--- src/rtl/uart_rx_pkg.sv ---
// Shared definitions for the UART receive control path: FSM states,
// legal oversampling ratios and small combinational helpers.
package uart_rx_pkg;

    localparam int DATA_WIDTH_DEF = 8;
    localparam int PRESC_W_DEF    = 6;

    localparam int unsigned PRESC_8  = 32'd8;
    localparam int unsigned PRESC_16 = 32'd16;
    localparam int unsigned PRESC_32 = 32'd32;

    typedef enum logic [2:0] {
        IDLE   = 3'd0,
        START  = 3'd1,
        DATA   = 3'd2,
        PARITY = 3'd3,
        STOP   = 3'd4
    } rx_state_e;

    // 2-of-3 majority of the three oversamples
    function automatic logic maj3(input logic [2:0] s);
        return (s[0] & s[1]) | (s[0] & s[2]) | (s[1] & s[2]);
    endfunction

    function automatic logic presc_is_legal(input int unsigned p);
        return (p == PRESC_8) || (p == PRESC_16) || (p == PRESC_32);
    endfunction

endpackage

--- src/rtl/uart_rx_ctrl_rx_data_sampling.sv ---
// Oversampler: captures RX_IN around mid-bit and registers the
// majority-voted bit two edges after the centre sample.
module rx_data_sampling
    import uart_rx_pkg::*;
#(
    parameter int PRESC_W = PRESC_W_DEF
) (
    input  logic               CLK,
    input  logic               RST,
    input  logic [PRESC_W-1:0] edge_cnt_i,
    input  logic [PRESC_W-1:0] prescale_i,
    input  logic               rx_in_i,
    output logic               sampled_bit_o
);

    localparam logic [PRESC_W-1:0] ONE = PRESC_W'(1);
    localparam logic [PRESC_W-1:0] TWO = PRESC_W'(2);

    logic [PRESC_W-1:0] half_s;
    logic [2:0]         samp_q, samp_d;
    logic               sampled_q, sampled_d;

    assign half_s = prescale_i >> 1;

    // Sample capture and vote; everything holds outside the four sample edges
    always_comb begin
        samp_d    = samp_q;
        sampled_d = sampled_q;
        if (edge_cnt_i == (half_s - ONE)) begin
            samp_d[0] = rx_in_i;
        end else if (edge_cnt_i == half_s) begin
            samp_d[1] = rx_in_i;
        end else if (edge_cnt_i == (half_s + ONE)) begin
            samp_d[2] = rx_in_i;
        end else if (edge_cnt_i == (half_s + TWO)) begin
            sampled_d = maj3(samp_q);
        end else begin
            sampled_d = sampled_q;
        end
    end

    // Sample and vote registers
    always_ff @(posedge CLK or negedge RST) begin
        if (!RST) begin
            samp_q    <= 3'b000;
            sampled_q <= 1'b0;
        end else begin
            samp_q    <= samp_d;
            sampled_q <= sampled_d;
        end
    end

    assign sampled_bit_o = sampled_q;

endmodule

--- src/rtl/uart_rx_ctrl.sv ---
// UART receive control: start detection, bit timing, LSB-first
// deserialization, parity-checker strobe and stop-bit validation.
module uart_rx_ctrl
    import uart_rx_pkg::*;
#(
    parameter int DATA_WIDTH = DATA_WIDTH_DEF,
    parameter int PRESC_W    = PRESC_W_DEF
) (
    input  logic                  CLK,
    input  logic                  RST,
    input  logic                  RX_IN,
    input  logic                  PAR_EN,
    input  logic [PRESC_W-1:0]    Prescale,
    input  logic                  Parity_Error,
    output logic                  sampled_bit,
    output logic                  par_chk_en,
    output logic [DATA_WIDTH-1:0] P_DATA,
    output logic                  data_valid,
    output logic                  framing_error
);

    localparam int BW = (DATA_WIDTH > 1) ? $clog2(DATA_WIDTH) : 1;
    localparam logic [PRESC_W-1:0] ONE      = PRESC_W'(1);
    localparam logic [PRESC_W-1:0] TWO      = PRESC_W'(2);
    localparam logic [PRESC_W-1:0] P_SAFE   = PRESC_W'(PRESC_8);
    localparam logic [BW-1:0]      LAST_BIT = BW'(DATA_WIDTH - 1);

    rx_state_e             state_q, state_d;
    logic [PRESC_W-1:0]    edge_cnt_q, edge_cnt_d;
    logic [BW-1:0]         bit_cnt_q, bit_cnt_d;
    logic [PRESC_W-1:0]    presc_q, presc_d;
    logic                  par_en_q, par_en_d;
    logic [DATA_WIDTH-1:0] p_data_q, p_data_d;
    logic                  data_valid_q, data_valid_d;
    logic                  framing_error_q, framing_error_d;
    logic                  par_chk_en_q, par_chk_en_d;

    logic                  sampled_bit_s;
    logic                  last_edge_s;
    logic                  pre_last_edge_s;

    rx_data_sampling #(
        .PRESC_W (PRESC_W)
    ) u_sampling (
        .CLK           (CLK),
        .RST           (RST),
        .edge_cnt_i    (edge_cnt_q),
        .prescale_i    (presc_q),
        .rx_in_i       (RX_IN),
        .sampled_bit_o (sampled_bit_s)
    );

    assign last_edge_s     = (edge_cnt_q == (presc_q - ONE));
    assign pre_last_edge_s = (edge_cnt_q == (presc_q - TWO));

    // Next-state, counters, deserializer and output strobes
    always_comb begin
        state_d         = state_q;
        edge_cnt_d      = edge_cnt_q;
        bit_cnt_d       = bit_cnt_q;
        presc_d         = presc_q;
        par_en_d        = par_en_q;
        p_data_d        = p_data_q;
        data_valid_d    = 1'b0;
        framing_error_d = framing_error_q;
        par_chk_en_d    = 1'b0;

        if (state_q == IDLE) begin
            edge_cnt_d = '0;
        end else if (last_edge_s) begin
            edge_cnt_d = '0;
        end else begin
            edge_cnt_d = edge_cnt_q + ONE;
        end

        case (state_q)
            IDLE: begin
                if (!RX_IN) begin
                    // An out-of-range ratio falls back to 8 so the bit timer stays sane
                    presc_d         = presc_is_legal(32'(Prescale)) ? Prescale : P_SAFE;
                    par_en_d        = PAR_EN;
                    framing_error_d = 1'b0;
                    edge_cnt_d      = ONE;
                    state_d         = START;
                end else begin
                    state_d = IDLE;
                end
            end
            START: begin
                if (last_edge_s) begin
                    if (!sampled_bit_s) begin
                        bit_cnt_d = '0;
                        state_d   = DATA;
                    end else begin
                        state_d = IDLE;
                    end
                end else begin
                    state_d = START;
                end
            end
            DATA: begin
                if (last_edge_s) begin
                    p_data_d = {sampled_bit_s, p_data_q[DATA_WIDTH-1:1]};
                    if (bit_cnt_q == LAST_BIT) begin
                        bit_cnt_d = '0;
                        state_d   = par_en_q ? PARITY : STOP;
                    end else begin
                        bit_cnt_d = bit_cnt_q + BW'(1);
                    end
                end else begin
                    state_d = DATA;
                end
            end
            PARITY: begin
                // Registered one edge early so the strobe coincides with edge P-1
                if (pre_last_edge_s) begin
                    par_chk_en_d = 1'b1;
                end else begin
                    par_chk_en_d = 1'b0;
                end
                if (last_edge_s) begin
                    state_d = STOP;
                end else begin
                    state_d = PARITY;
                end
            end
            STOP: begin
                if (last_edge_s) begin
                    framing_error_d = ~sampled_bit_s;
                    data_valid_d    = sampled_bit_s & ~(par_en_q & Parity_Error);
                    state_d         = IDLE;
                end else begin
                    state_d = STOP;
                end
            end
            default: begin
                state_d    = IDLE;
                edge_cnt_d = '0;
                bit_cnt_d  = '0;
            end
        endcase
    end

    // State and datapath registers
    always_ff @(posedge CLK or negedge RST) begin
        if (!RST) begin
            state_q         <= IDLE;
            edge_cnt_q      <= '0;
            bit_cnt_q       <= '0;
            presc_q         <= P_SAFE;
            par_en_q        <= 1'b0;
            p_data_q        <= '0;
            data_valid_q    <= 1'b0;
            framing_error_q <= 1'b0;
            par_chk_en_q    <= 1'b0;
        end else begin
            state_q         <= state_d;
            edge_cnt_q      <= edge_cnt_d;
            bit_cnt_q       <= bit_cnt_d;
            presc_q         <= presc_d;
            par_en_q        <= par_en_d;
            p_data_q        <= p_data_d;
            data_valid_q    <= data_valid_d;
            framing_error_q <= framing_error_d;
            par_chk_en_q    <= par_chk_en_d;
        end
    end

    assign sampled_bit   = sampled_bit_s;
    assign par_chk_en    = par_chk_en_q;
    assign P_DATA        = p_data_q;
    assign data_valid    = data_valid_q;
    assign framing_error = framing_error_q;

endmodule
--- config.mk ---
export PLATFORM = sky130hd
export DESIGN_NAME = uart_rx_ctrl
export DESIGN_NICKNAME = d
export VERILOG_FILES = /design/src/rtl/uart_rx_pkg.sv /design/src/rtl/uart_rx_ctrl_rx_data_sampling.sv /design/src/rtl/uart_rx_ctrl.sv
export SDC_FILE = /design/constraint.sdc
export NUM_CORES = 1
export LEC_CHECK = 0
export ABC_AREA = 0
export ABC_CLOCK_PERIOD_IN_PS = 3050
export CORE_MARGIN = 2
export CORE_UTILIZATION = 57
export DETAILED_ROUTE_END_ITERATION = 16
export PLACE_DENSITY = 0.8
export SLEW_MARGIN = 25
export SYNTH_ARGS = -nofsm -noshare
export SYNTH_HDL_FRONTEND = slang
export SYNTH_HIERARCHICAL = 1
export SYNTH_SLANG_ARGS = --single-unit
--- constraint.sdc ---
create_clock -name CLK -period 3.05 [get_ports CLK]
set_clock_uncertainty 0.2 [all_clocks]
set_input_delay 0.61 -clock CLK [delete_from_list [all_inputs] [get_ports CLK]]
set_output_delay 0.61 -clock CLK [all_outputs]
set_load 0.01 [all_outputs]
* Word level (Yosys, flattened, before mapping)
Index checks and enable logic that the tools add are counted.
Storage, ports and cells: bits in registers 34, input port bits 11, output and inout bits 12, word-level logic and storage cells 93
Operators by class: $add $sub $neg 7, equality and inequality tests 20, multiplexer cells 26, bitwise logic cells 14, reductions and logical operators 13
Operator list (number):
- $eq 6x6->1 | 5
- $mux 3 | 10
- $mux 6 | 4
- $pmux 3 s5 | 1
- $pmux 6 s2 | 1
- $ne 2x2->1 const B | 5
- $pmux 3 s3 | 1
- $reduce_and 4->1 | 2
- $mux 1 | 7
- $not 1->1 | 7
- $add 5x1->6 const B | 1
- $add 5x2->6 const B | 1
- $add 6x1->6 const B | 1
- $eq 3x2->1 const B | 2
- $eq 3x3->1 const B | 2
- $eq 6x4->1 const B | 1
- $eq 6x5->1 | 1
- $eq 6x5->1 const B | 1
- $eq 6x6->1 const B | 1
- $reduce_and 2->1 | 3
- $reduce_and 3->1 | 2
- $sub 5x1->6 const B | 1
- $sub 6x1->6 const B | 1
- $sub 6x2->6 const B | 1
- other kinds (12) | 18

* Depth between registers and ports, before layout
Gate-level depths: netlist of the first run.
depth after elaboration 6, mapped depth 8, mapped depth without buffers 7

* Modules after synthesis
Netlist of the first run, hierarchy kept.
By module, submodules not included:
- uart_rx_ctrl | instances 1, cells each 162, area each 1744.2 um^2, seq. area each 752.0 um^2
- rx_data_sampling | instances 1, cells each 66, area each 565.5 um^2, seq. area each 100.1 um^2

* Worst setup path after synthesis of the first run
No wires, ideal clock.
kind reg-to-reg, start point register presc_q[3], end point register u_sampling.sampled_q (netlist: u_sampling/sampled_bit_o), library setup time 128 ps, data arrival time 1951 ps, required time 2722 ps, setup slack 771 ps, cell stages (with the launch flop) 7, path buffers 0, period minus slack after synthesis 2279 ps, path through dfstp_2 > ha_1 > nand3_2 > xnor2_1 > or4_1 > a21oi_1 > mux2_1
On the way: cells in the longest elaborated chain, start to end 4, elaborated cells on any way between the ends 11, classes of those cells 3 x add/sub; 4 x eq/ne; 3 x bitwise; 1 x reduce/logical
RTL lines:
- from (decl) | RTL line uart_rx_ctrl.sv:31 | logic [PRESC_W-1:0] presc_q, presc_d;
- from (signal assigned) | RTL line uart_rx_ctrl.sv:160 | presc_q <= presc_d;
- $sub 5x1->6 or $add 5x1->6 (tied branches) | RTL line uart_rx_ctrl_rx_data_sampling.sv:29, uart_rx_ctrl_rx_data_sampling.sv:33
- $eq 6x6->1, on equally long branches | RTL line uart_rx_ctrl_rx_data_sampling.sv:29, uart_rx_ctrl_rx_data_sampling.sv:33
- $not 1->1 (no line)
- $reduce_and 4->1 (no line) (*)
- to (signal assigned) | RTL line uart_rx_ctrl_rx_data_sampling.sv:49 | sampled_q <= sampled_d;
- to (decl) | RTL line uart_rx_ctrl_rx_data_sampling.sv:21 | logic sampled_q, sampled_d;
Mark *: on every way between the ends. The rest lies on a longest branch, timed or not. A chain may end at the register's enable or synchronous reset.

* Worst setup path in the final report of the first run
start point register presc_q[1], end point register p_data_q[2] (netlist: P_DATA[2])
On the way: cells in the longest elaborated chain, start to end 3
RTL lines:
- $sub 6x1->6 | RTL line uart_rx_ctrl.sv:53 | assign last_edge_s = (edge_cnt_q == (presc_q - ONE));
- $eq 6x6->1 | RTL line uart_rx_ctrl.sv:53
- $reduce_and 2->1 (no line)
- to (signal assigned) | RTL line uart_rx_ctrl.sv:162 | p_data_q <= p_data_d;
- to (decl) | RTL line uart_rx_ctrl.sv:33 | logic [DATA_WIDTH-1:0] p_data_q, p_data_d;
No other way between the ends.

==> metrics.md, run 1 <==
| Metric | Value |
|---|---|
| Drt first pass iters | 4 |
| Overflow left after global routing | 0 |
| Max cap viols | 0 |
| Clock root buffer | clkbuf_8 |
| DR vias/cell | 5.69 |
| Core area | 0.00394 mm2 |
| Final core utilization | 67.2% |
| Area delta synth->final | 14.7% |
| DR DRC count | 0 |
| Crit path max-delay family | simple AND/OR/NAND/NOR gates |
| CTS-repair resized insts | 0 |
| CP required | 3020 ps |
| Netlist cell types | between 50 and 60 |
| Syn Inst Count | roughly 230 |
| Gpl congestion | 0.907 |
| Maximum fanout along the worst path | 10 |
| Setup crit start | presc_q[1] |
| Vias in the first global route | 1,564 |
| CTS Sinks | 34 |
| Row count | 23 |
| Max incr delay on CP | 490 ps |
| Num CTS Buffers | 5 |
| Skew-Pair Late Insertion Delay | between 200 and 300 ps |
| Synth cell count leaders | dfrtp_1 (33), nor2_1 (21), nand2_1 (20), xor2_1 (13), xnor2_1 (11) |
| Antenna Cells | 0 |
| Pleak | 0.00114 uW |
| Cell Chain, Critical Path | inv_1 > ha_1 > nor3b_1 > nand2_1 > xor2_1 > nand3_2 > mux2_1 |
| Routed wire length | approximately 4600 um |
| Chip width | 67.7 um |
| Syn_nets | 249 |
| Longest Clk Path Bufs | 2 |
| Part of the cycle the worst path needs | 89.0% |
| Fin Hold WS | 297 ps |
| Synthesized area per cell | 10.1 um2 |
| H-tree depth | 2 |
| Starting density of the core | 58.6% |
| Via count | about 1,700 |
| WS Path Type | reg2reg |
| Die height | 67.7 um |
| Final Hold Vio Count | 0 |
| Total power | 1820 uW |
| Final setup fails | 0 |
| Area of the die | 0.00458 mm2 |
| Seq/Total Area, Yosys | between 30% and 40% |
| Async set-reset flop share out of synthesis | 100% |
| HP Start | u_sampling/samp_q[0] |
| DP HPWL | 3270 um |
| Tmin final | 2720 ps |
| Worst VDD drop | 0.446 mV |
| Top cells by area, synth | dfrtp_1 (36%), ha_1 (5.4%), xor2_1 (4.9%), mux2_1 (4.9%), xnor2_1 (4.2%) |
| Post-DRT Antenna Nets | 0 |
| 1st-iter DRT viols | 108 |
| Final-report max-slew violation count | 0 |
| Worst-margin pin slew | 583 ps |
| Buffers on Ports | 22 |
| CP Launch Type | flop |
| Hold Path Class | reg2reg |
| CTS tree | yes |
| Mapped cell area | 0.00231 mm2 |
| Sum Neg Setup Slack | 0 ps |
| Initial antenna violation count | 0 |
| CP Capture Type | flop |
| Worst EP arrival | 2690 ps |
| Top_reg_cell synth | dfrtp_1 |
| Post-synth top area share | 35.8% |
| Outcome | completed |
| Cell type with the highest aggregate area in the netlist | dfrtp_1 |
| Global-route wire length before repair | 7620 um |
| RSZ-0062 raised after global routing | false |
| Slew HR | 60.9% |
| Nets | about 270 |
| Largest net degree at the start of global routing | 35 |
| Post-CTS setup buffers | 0 |
| Worst-path clk slew | approximately 70 ps |
| Post-synth EDFFs | 0 |
| Most frequent cell after synthesis | dfrtp_1 |
| Post-DR wirelength/cell | 15.2 um |
| Critical Path Slowest Stage Cell | dfrtp_1 |
| Synthesized flop and latch total | 34 |
| F_max | 368 MHz |
| Layout cell share with drive strength beyond 1 | 13.9% |
| I/O pin count | 23 |
| Origin of the critical flop-to-flop path | presc_q[1] |
| Total GRT Usage | 22.6% |
| PwrDens | between 600 and 700 mW/mm2 |
| Buf/Inv on CP | 1 |
| Warnings from Yosys | 6 |
| Hold_buf cts | 0 |
==> report_power, final <==
group | internal (uW) | switching, uW | leakage (uW) | total, uW
registers | 536 | 151 | 0.000452 | 686
clock network | 244 | 167 | 0.0000514 | 410
logic | 344 | 383 | 0.000637 | 727
total | 1120 | 700 | 0.00114 | 1820
==> final timing paths <==
check	to	slack, ps	cells past startpoint
hold reg to reg	u_sampling/samp_q[0]	300	1
setup / recovery	P_DATA[2]	330	7
max in group asynchronous	presc_q[3]	1790	2
hold / removal	u_sampling/samp_q[0]	300	1
setup reg to reg	P_DATA[2]	330	7
min in group asynchronous	edge_cnt_q[4]	520	2
==> cells by family (layout without fill, tap and decap cells) <==
group	count (synthesis)	count (layout)	synth area share [%]
AND/OR/NAND/NOR	88	88	21.5
AO/OA/AOI/OAI	30	30	10.2
XOR/XNOR	29	29	12.6
multiplexers	18	18	8.50
flip-flops	34	34	36.9
adder cells (fa/ha/maj)	11	11	5.85
buffers and inverters	18	41	4.44
==> placed cells by master, fill, tap and decap left out, types with 2 or more instances in the layout <==
cell type         n
buf_4             2
mux2_1           10
clkbuf_8          5
nor3_1            6
nand3_2           3
o21ai_0           9
nand3_1           8
a21oi_1           4
xor2_1           13
nor4_1            2
dfrtp_1          33
nand2_1          20
nor2b_1           2
a211oi_1          2
a2111oi_0         2
nor3_2            2
clkdlybuf4s50_1  22
and3_1            4
mux2_2            3
nor2_1           21
or3_1             2
xor2_2            2
xnor2_2           3
mux2i_1           5
inv_1             9
xnor2_1          11
ha_1             10
a31oi_1           3
nand2b_1          6
==> per-stage QoR <==
step	worst slack [ps]	instance area (um2)	instances
2_1_floorplan	771	2310	228
3_3_place_gp	469	2540	293
4_1_cts	345	2650	301
3_5_place_dp	412	2540	293
5_1_grt	181	2650	301
6_report	335	2650	301
==> per-layer routing <==
metal / track usage (%) / wire length, um
met5: 0 / 0
met4: 8.42 / 81
met3: 4.50 / 197
met2: 35.9 / 2250
met1: 30.5 / 2040
==> cell type report <==
type / instances / area [um2]
fillers: 310 / 1290
flip-flops and latches: 34 / 852
clock inverters: 2 / 37.5
inverters: 9 / 33.8
well taps: 50 / 62.6
multi-input cells: 176 / 1360
repair buffers: 24 / 235
clock buffers: 6 / 72.6
==> registers in the layout, indices dropped and copies added, names as in the netlist, 3 cells and up <==
name and count:
P_DATA 8, bit_cnt_q 3, u_sampling/samp_q 3, presc_q 6, state_q 3, edge_cnt_q 6
Power figures use the tool's default switching activity.
==> inputs of run 2 (changes only) <==
- MAX_ROUTING_LAYER: unset -> met4
- SLEW_MARGIN: 25 -> 20
==> metrics.md, run 2 (synthesis results as in run 1) <==
| Metric | Value |
|---|---|
| H-tree depth | 2 |
| Core area | 0.00394 mm2 |
| Largest net degree at the start of global routing | 35 |
| Num CTS Buffers | 5 |
| Clock root buffer | clkbuf_8 |
| Area delta synth->final | 14.7% |
| Post-CTS setup buffers | 0 |
| Worst-path clk slew | ~70 ps |
| Skew-Pair Late Insertion Delay | between 200 and 300 ps |
| Row count | 23 |
| Chip width | 67.7 um |
| Gpl congestion | about 0.9 |
| DP HPWL | 3270 um |
| Worst-margin pin slew | 571 ps |
| Hold Path Class | reg2reg |
| Worst r2r path cells | 7 |
| Maximum fanout along the worst path | 10 |
| F_max | between 300 and 400 MHz |
| Die height | a little under 70 um |
| Longest Clk Path Bufs | 2 |
| Final-report max-slew violation count | 0 |
| I/O pin count | 23 |
| Worst EP arrival | 2680 ps |
| Via count | 1,726 |
| Starting density of the core | 58.6% |
| Max cap viols | 0 |
| Layout cell share with drive strength beyond 1 | 13.9% |
| Sum Neg Setup Slack | 0 ps |
| Reg2reg setup slack | approximately 340 ps |
| Origin of the critical flop-to-flop path | presc_q[1] |
| Area of the die | 0.00458 mm2 |
| Commonest non-fill, non-tap cells in the layout | dfrtp_1 (33), clkdlybuf4s50_1 (22), nor2_1 (21) |
| CP Capture Type | flop |
| CTS-repair resized insts | 0 |
| CTS Sinks | 34 |
| Global-route wire length before repair | 7620 um |
| Part of the cycle the worst path needs | approximately 89% |
| Slew HR | roughly 60% |
| Hold Path Sink | u_sampling/samp_q[0] |
| Overflow left after global routing | 0 |
| Post-DR wirelength/cell | between 15 and 20 um |
| Number of flip-flops under the largest register name | 8 |
| Vias in the first global route | 1,562 |
| CTS tree | yes |
| Final setup fails | 0 |
| Outcome | completed |
| Worst VDD drop | roughly 0.44 mV |
| RSZ-0062 raised after global routing | false |
| Fillcell total | 310 |
| Hold_buf cts | 0 |
| Hold Path Depth | 1 |
| Routed wire length | 4550 um |
| CP Launch Type | flop |
| Nets | 271 |
| PwrDens | 688 mW/mm2 |
| HP Start | u_sampling/samp_q[0] |
| WS Path Type | reg2reg |
| Initial antenna violation count | 0 |
| Total power | 1820 uW |
| CP required | approximately 3000 ps |
| R2R Path End | P_DATA[2] |
| Tmin final | ~2700 ps |
| Total GRT Usage | a little under a quarter |
| Pleak | 0.00114 uW |
| DR DRC count | 0 |
| Commonest non-fill, non-tap cell in the layout | dfrtp_1 |
| Post-DRT Antenna Nets | 0 |
| 1st-iter DRT viols | 83 |
| Antenna Cells | 0 |
| DR vias/cell | 5.73 |
| Buffers on Ports | 22 |
| Drt first pass iters | 4 |
| Final Hold Vio Count | 0 |
## run 2: how the worst max path moves through the flow
stage                          start                        to  cells past startpoint
after floorplan           presc_q[3]  u_sampling/sampled_bit_o                      6
after global placement    presc_q[3]  u_sampling/sampled_bit_o                      6
after detailed placement  presc_q[1]                 P_DATA[2]                      7
after CTS                 presc_q[1]                 P_DATA[2]                      7
after global routing      presc_q[1]                 P_DATA[0]                      7
final                     presc_q[1]                 P_DATA[2]                      7
## run 2: stage by stage
stage / util (%) / setup slack (ps) / hold slack, ps / instance area [um2] / std cells
4_1_cts: 67.2 / 345 / 302 / 2650 / 301
3_3_place_gp: 64.4 / 469 / 274 / 2540 / 293
6_report: 67.2 / 335 / 298 / 2650 / 301
2_1_floorplan: - / 771 / 114 / 2310 / 228
5_1_grt: 67.2 / 181 / 330 / 2650 / 301
3_5_place_dp: 64.4 / 412 / 286 / 2540 / 293
## run 2: layout make-up
cell class                      count  area, um2  area share [%]
Tap cell                           50       62.6            2.36
Inverter                            9       33.8            1.28
Multi-Input combinational cell    176       1360            51.2
Sequential cell                    34        852            32.2
Timing Repair Buffer               24        235            8.88
Clock inverter                      2       37.5            1.42
Clock buffer                        6       72.6            2.74
## run 2: worst max-delay path, cell delays in order (launching register included)
cell	delay, ps
dfrtp_1	490
inv_1	200
ha_1	270
nor3b_1	290
nand2_1	190
xor2_1	300
nand3_2	260
mux2_1	380
## run 2: power by group
group	switching, uW	internal [uW]	total, uW
Clock	165	244	408
Combinational	382	344	726
Sequential	151	536	687
## run 2: metal layers
layer / share of wire, % / vias to the layer above / global-route usage (%)
li1: - / 834 / -
met1: 45 / 846 / 30.3
met2: 50 / 41 / 36.0
met3: 3.4 / 5 / 4.50
met4: 1.4 / 0 / 8.42
met5: 0 / - / -
==> inputs of run 3 (changes only) <==
- TNS_END_PERCENT: unset -> 50
==> results of run 3 <==
The final DEF is identical to that of run 2; final timing and power are the same.
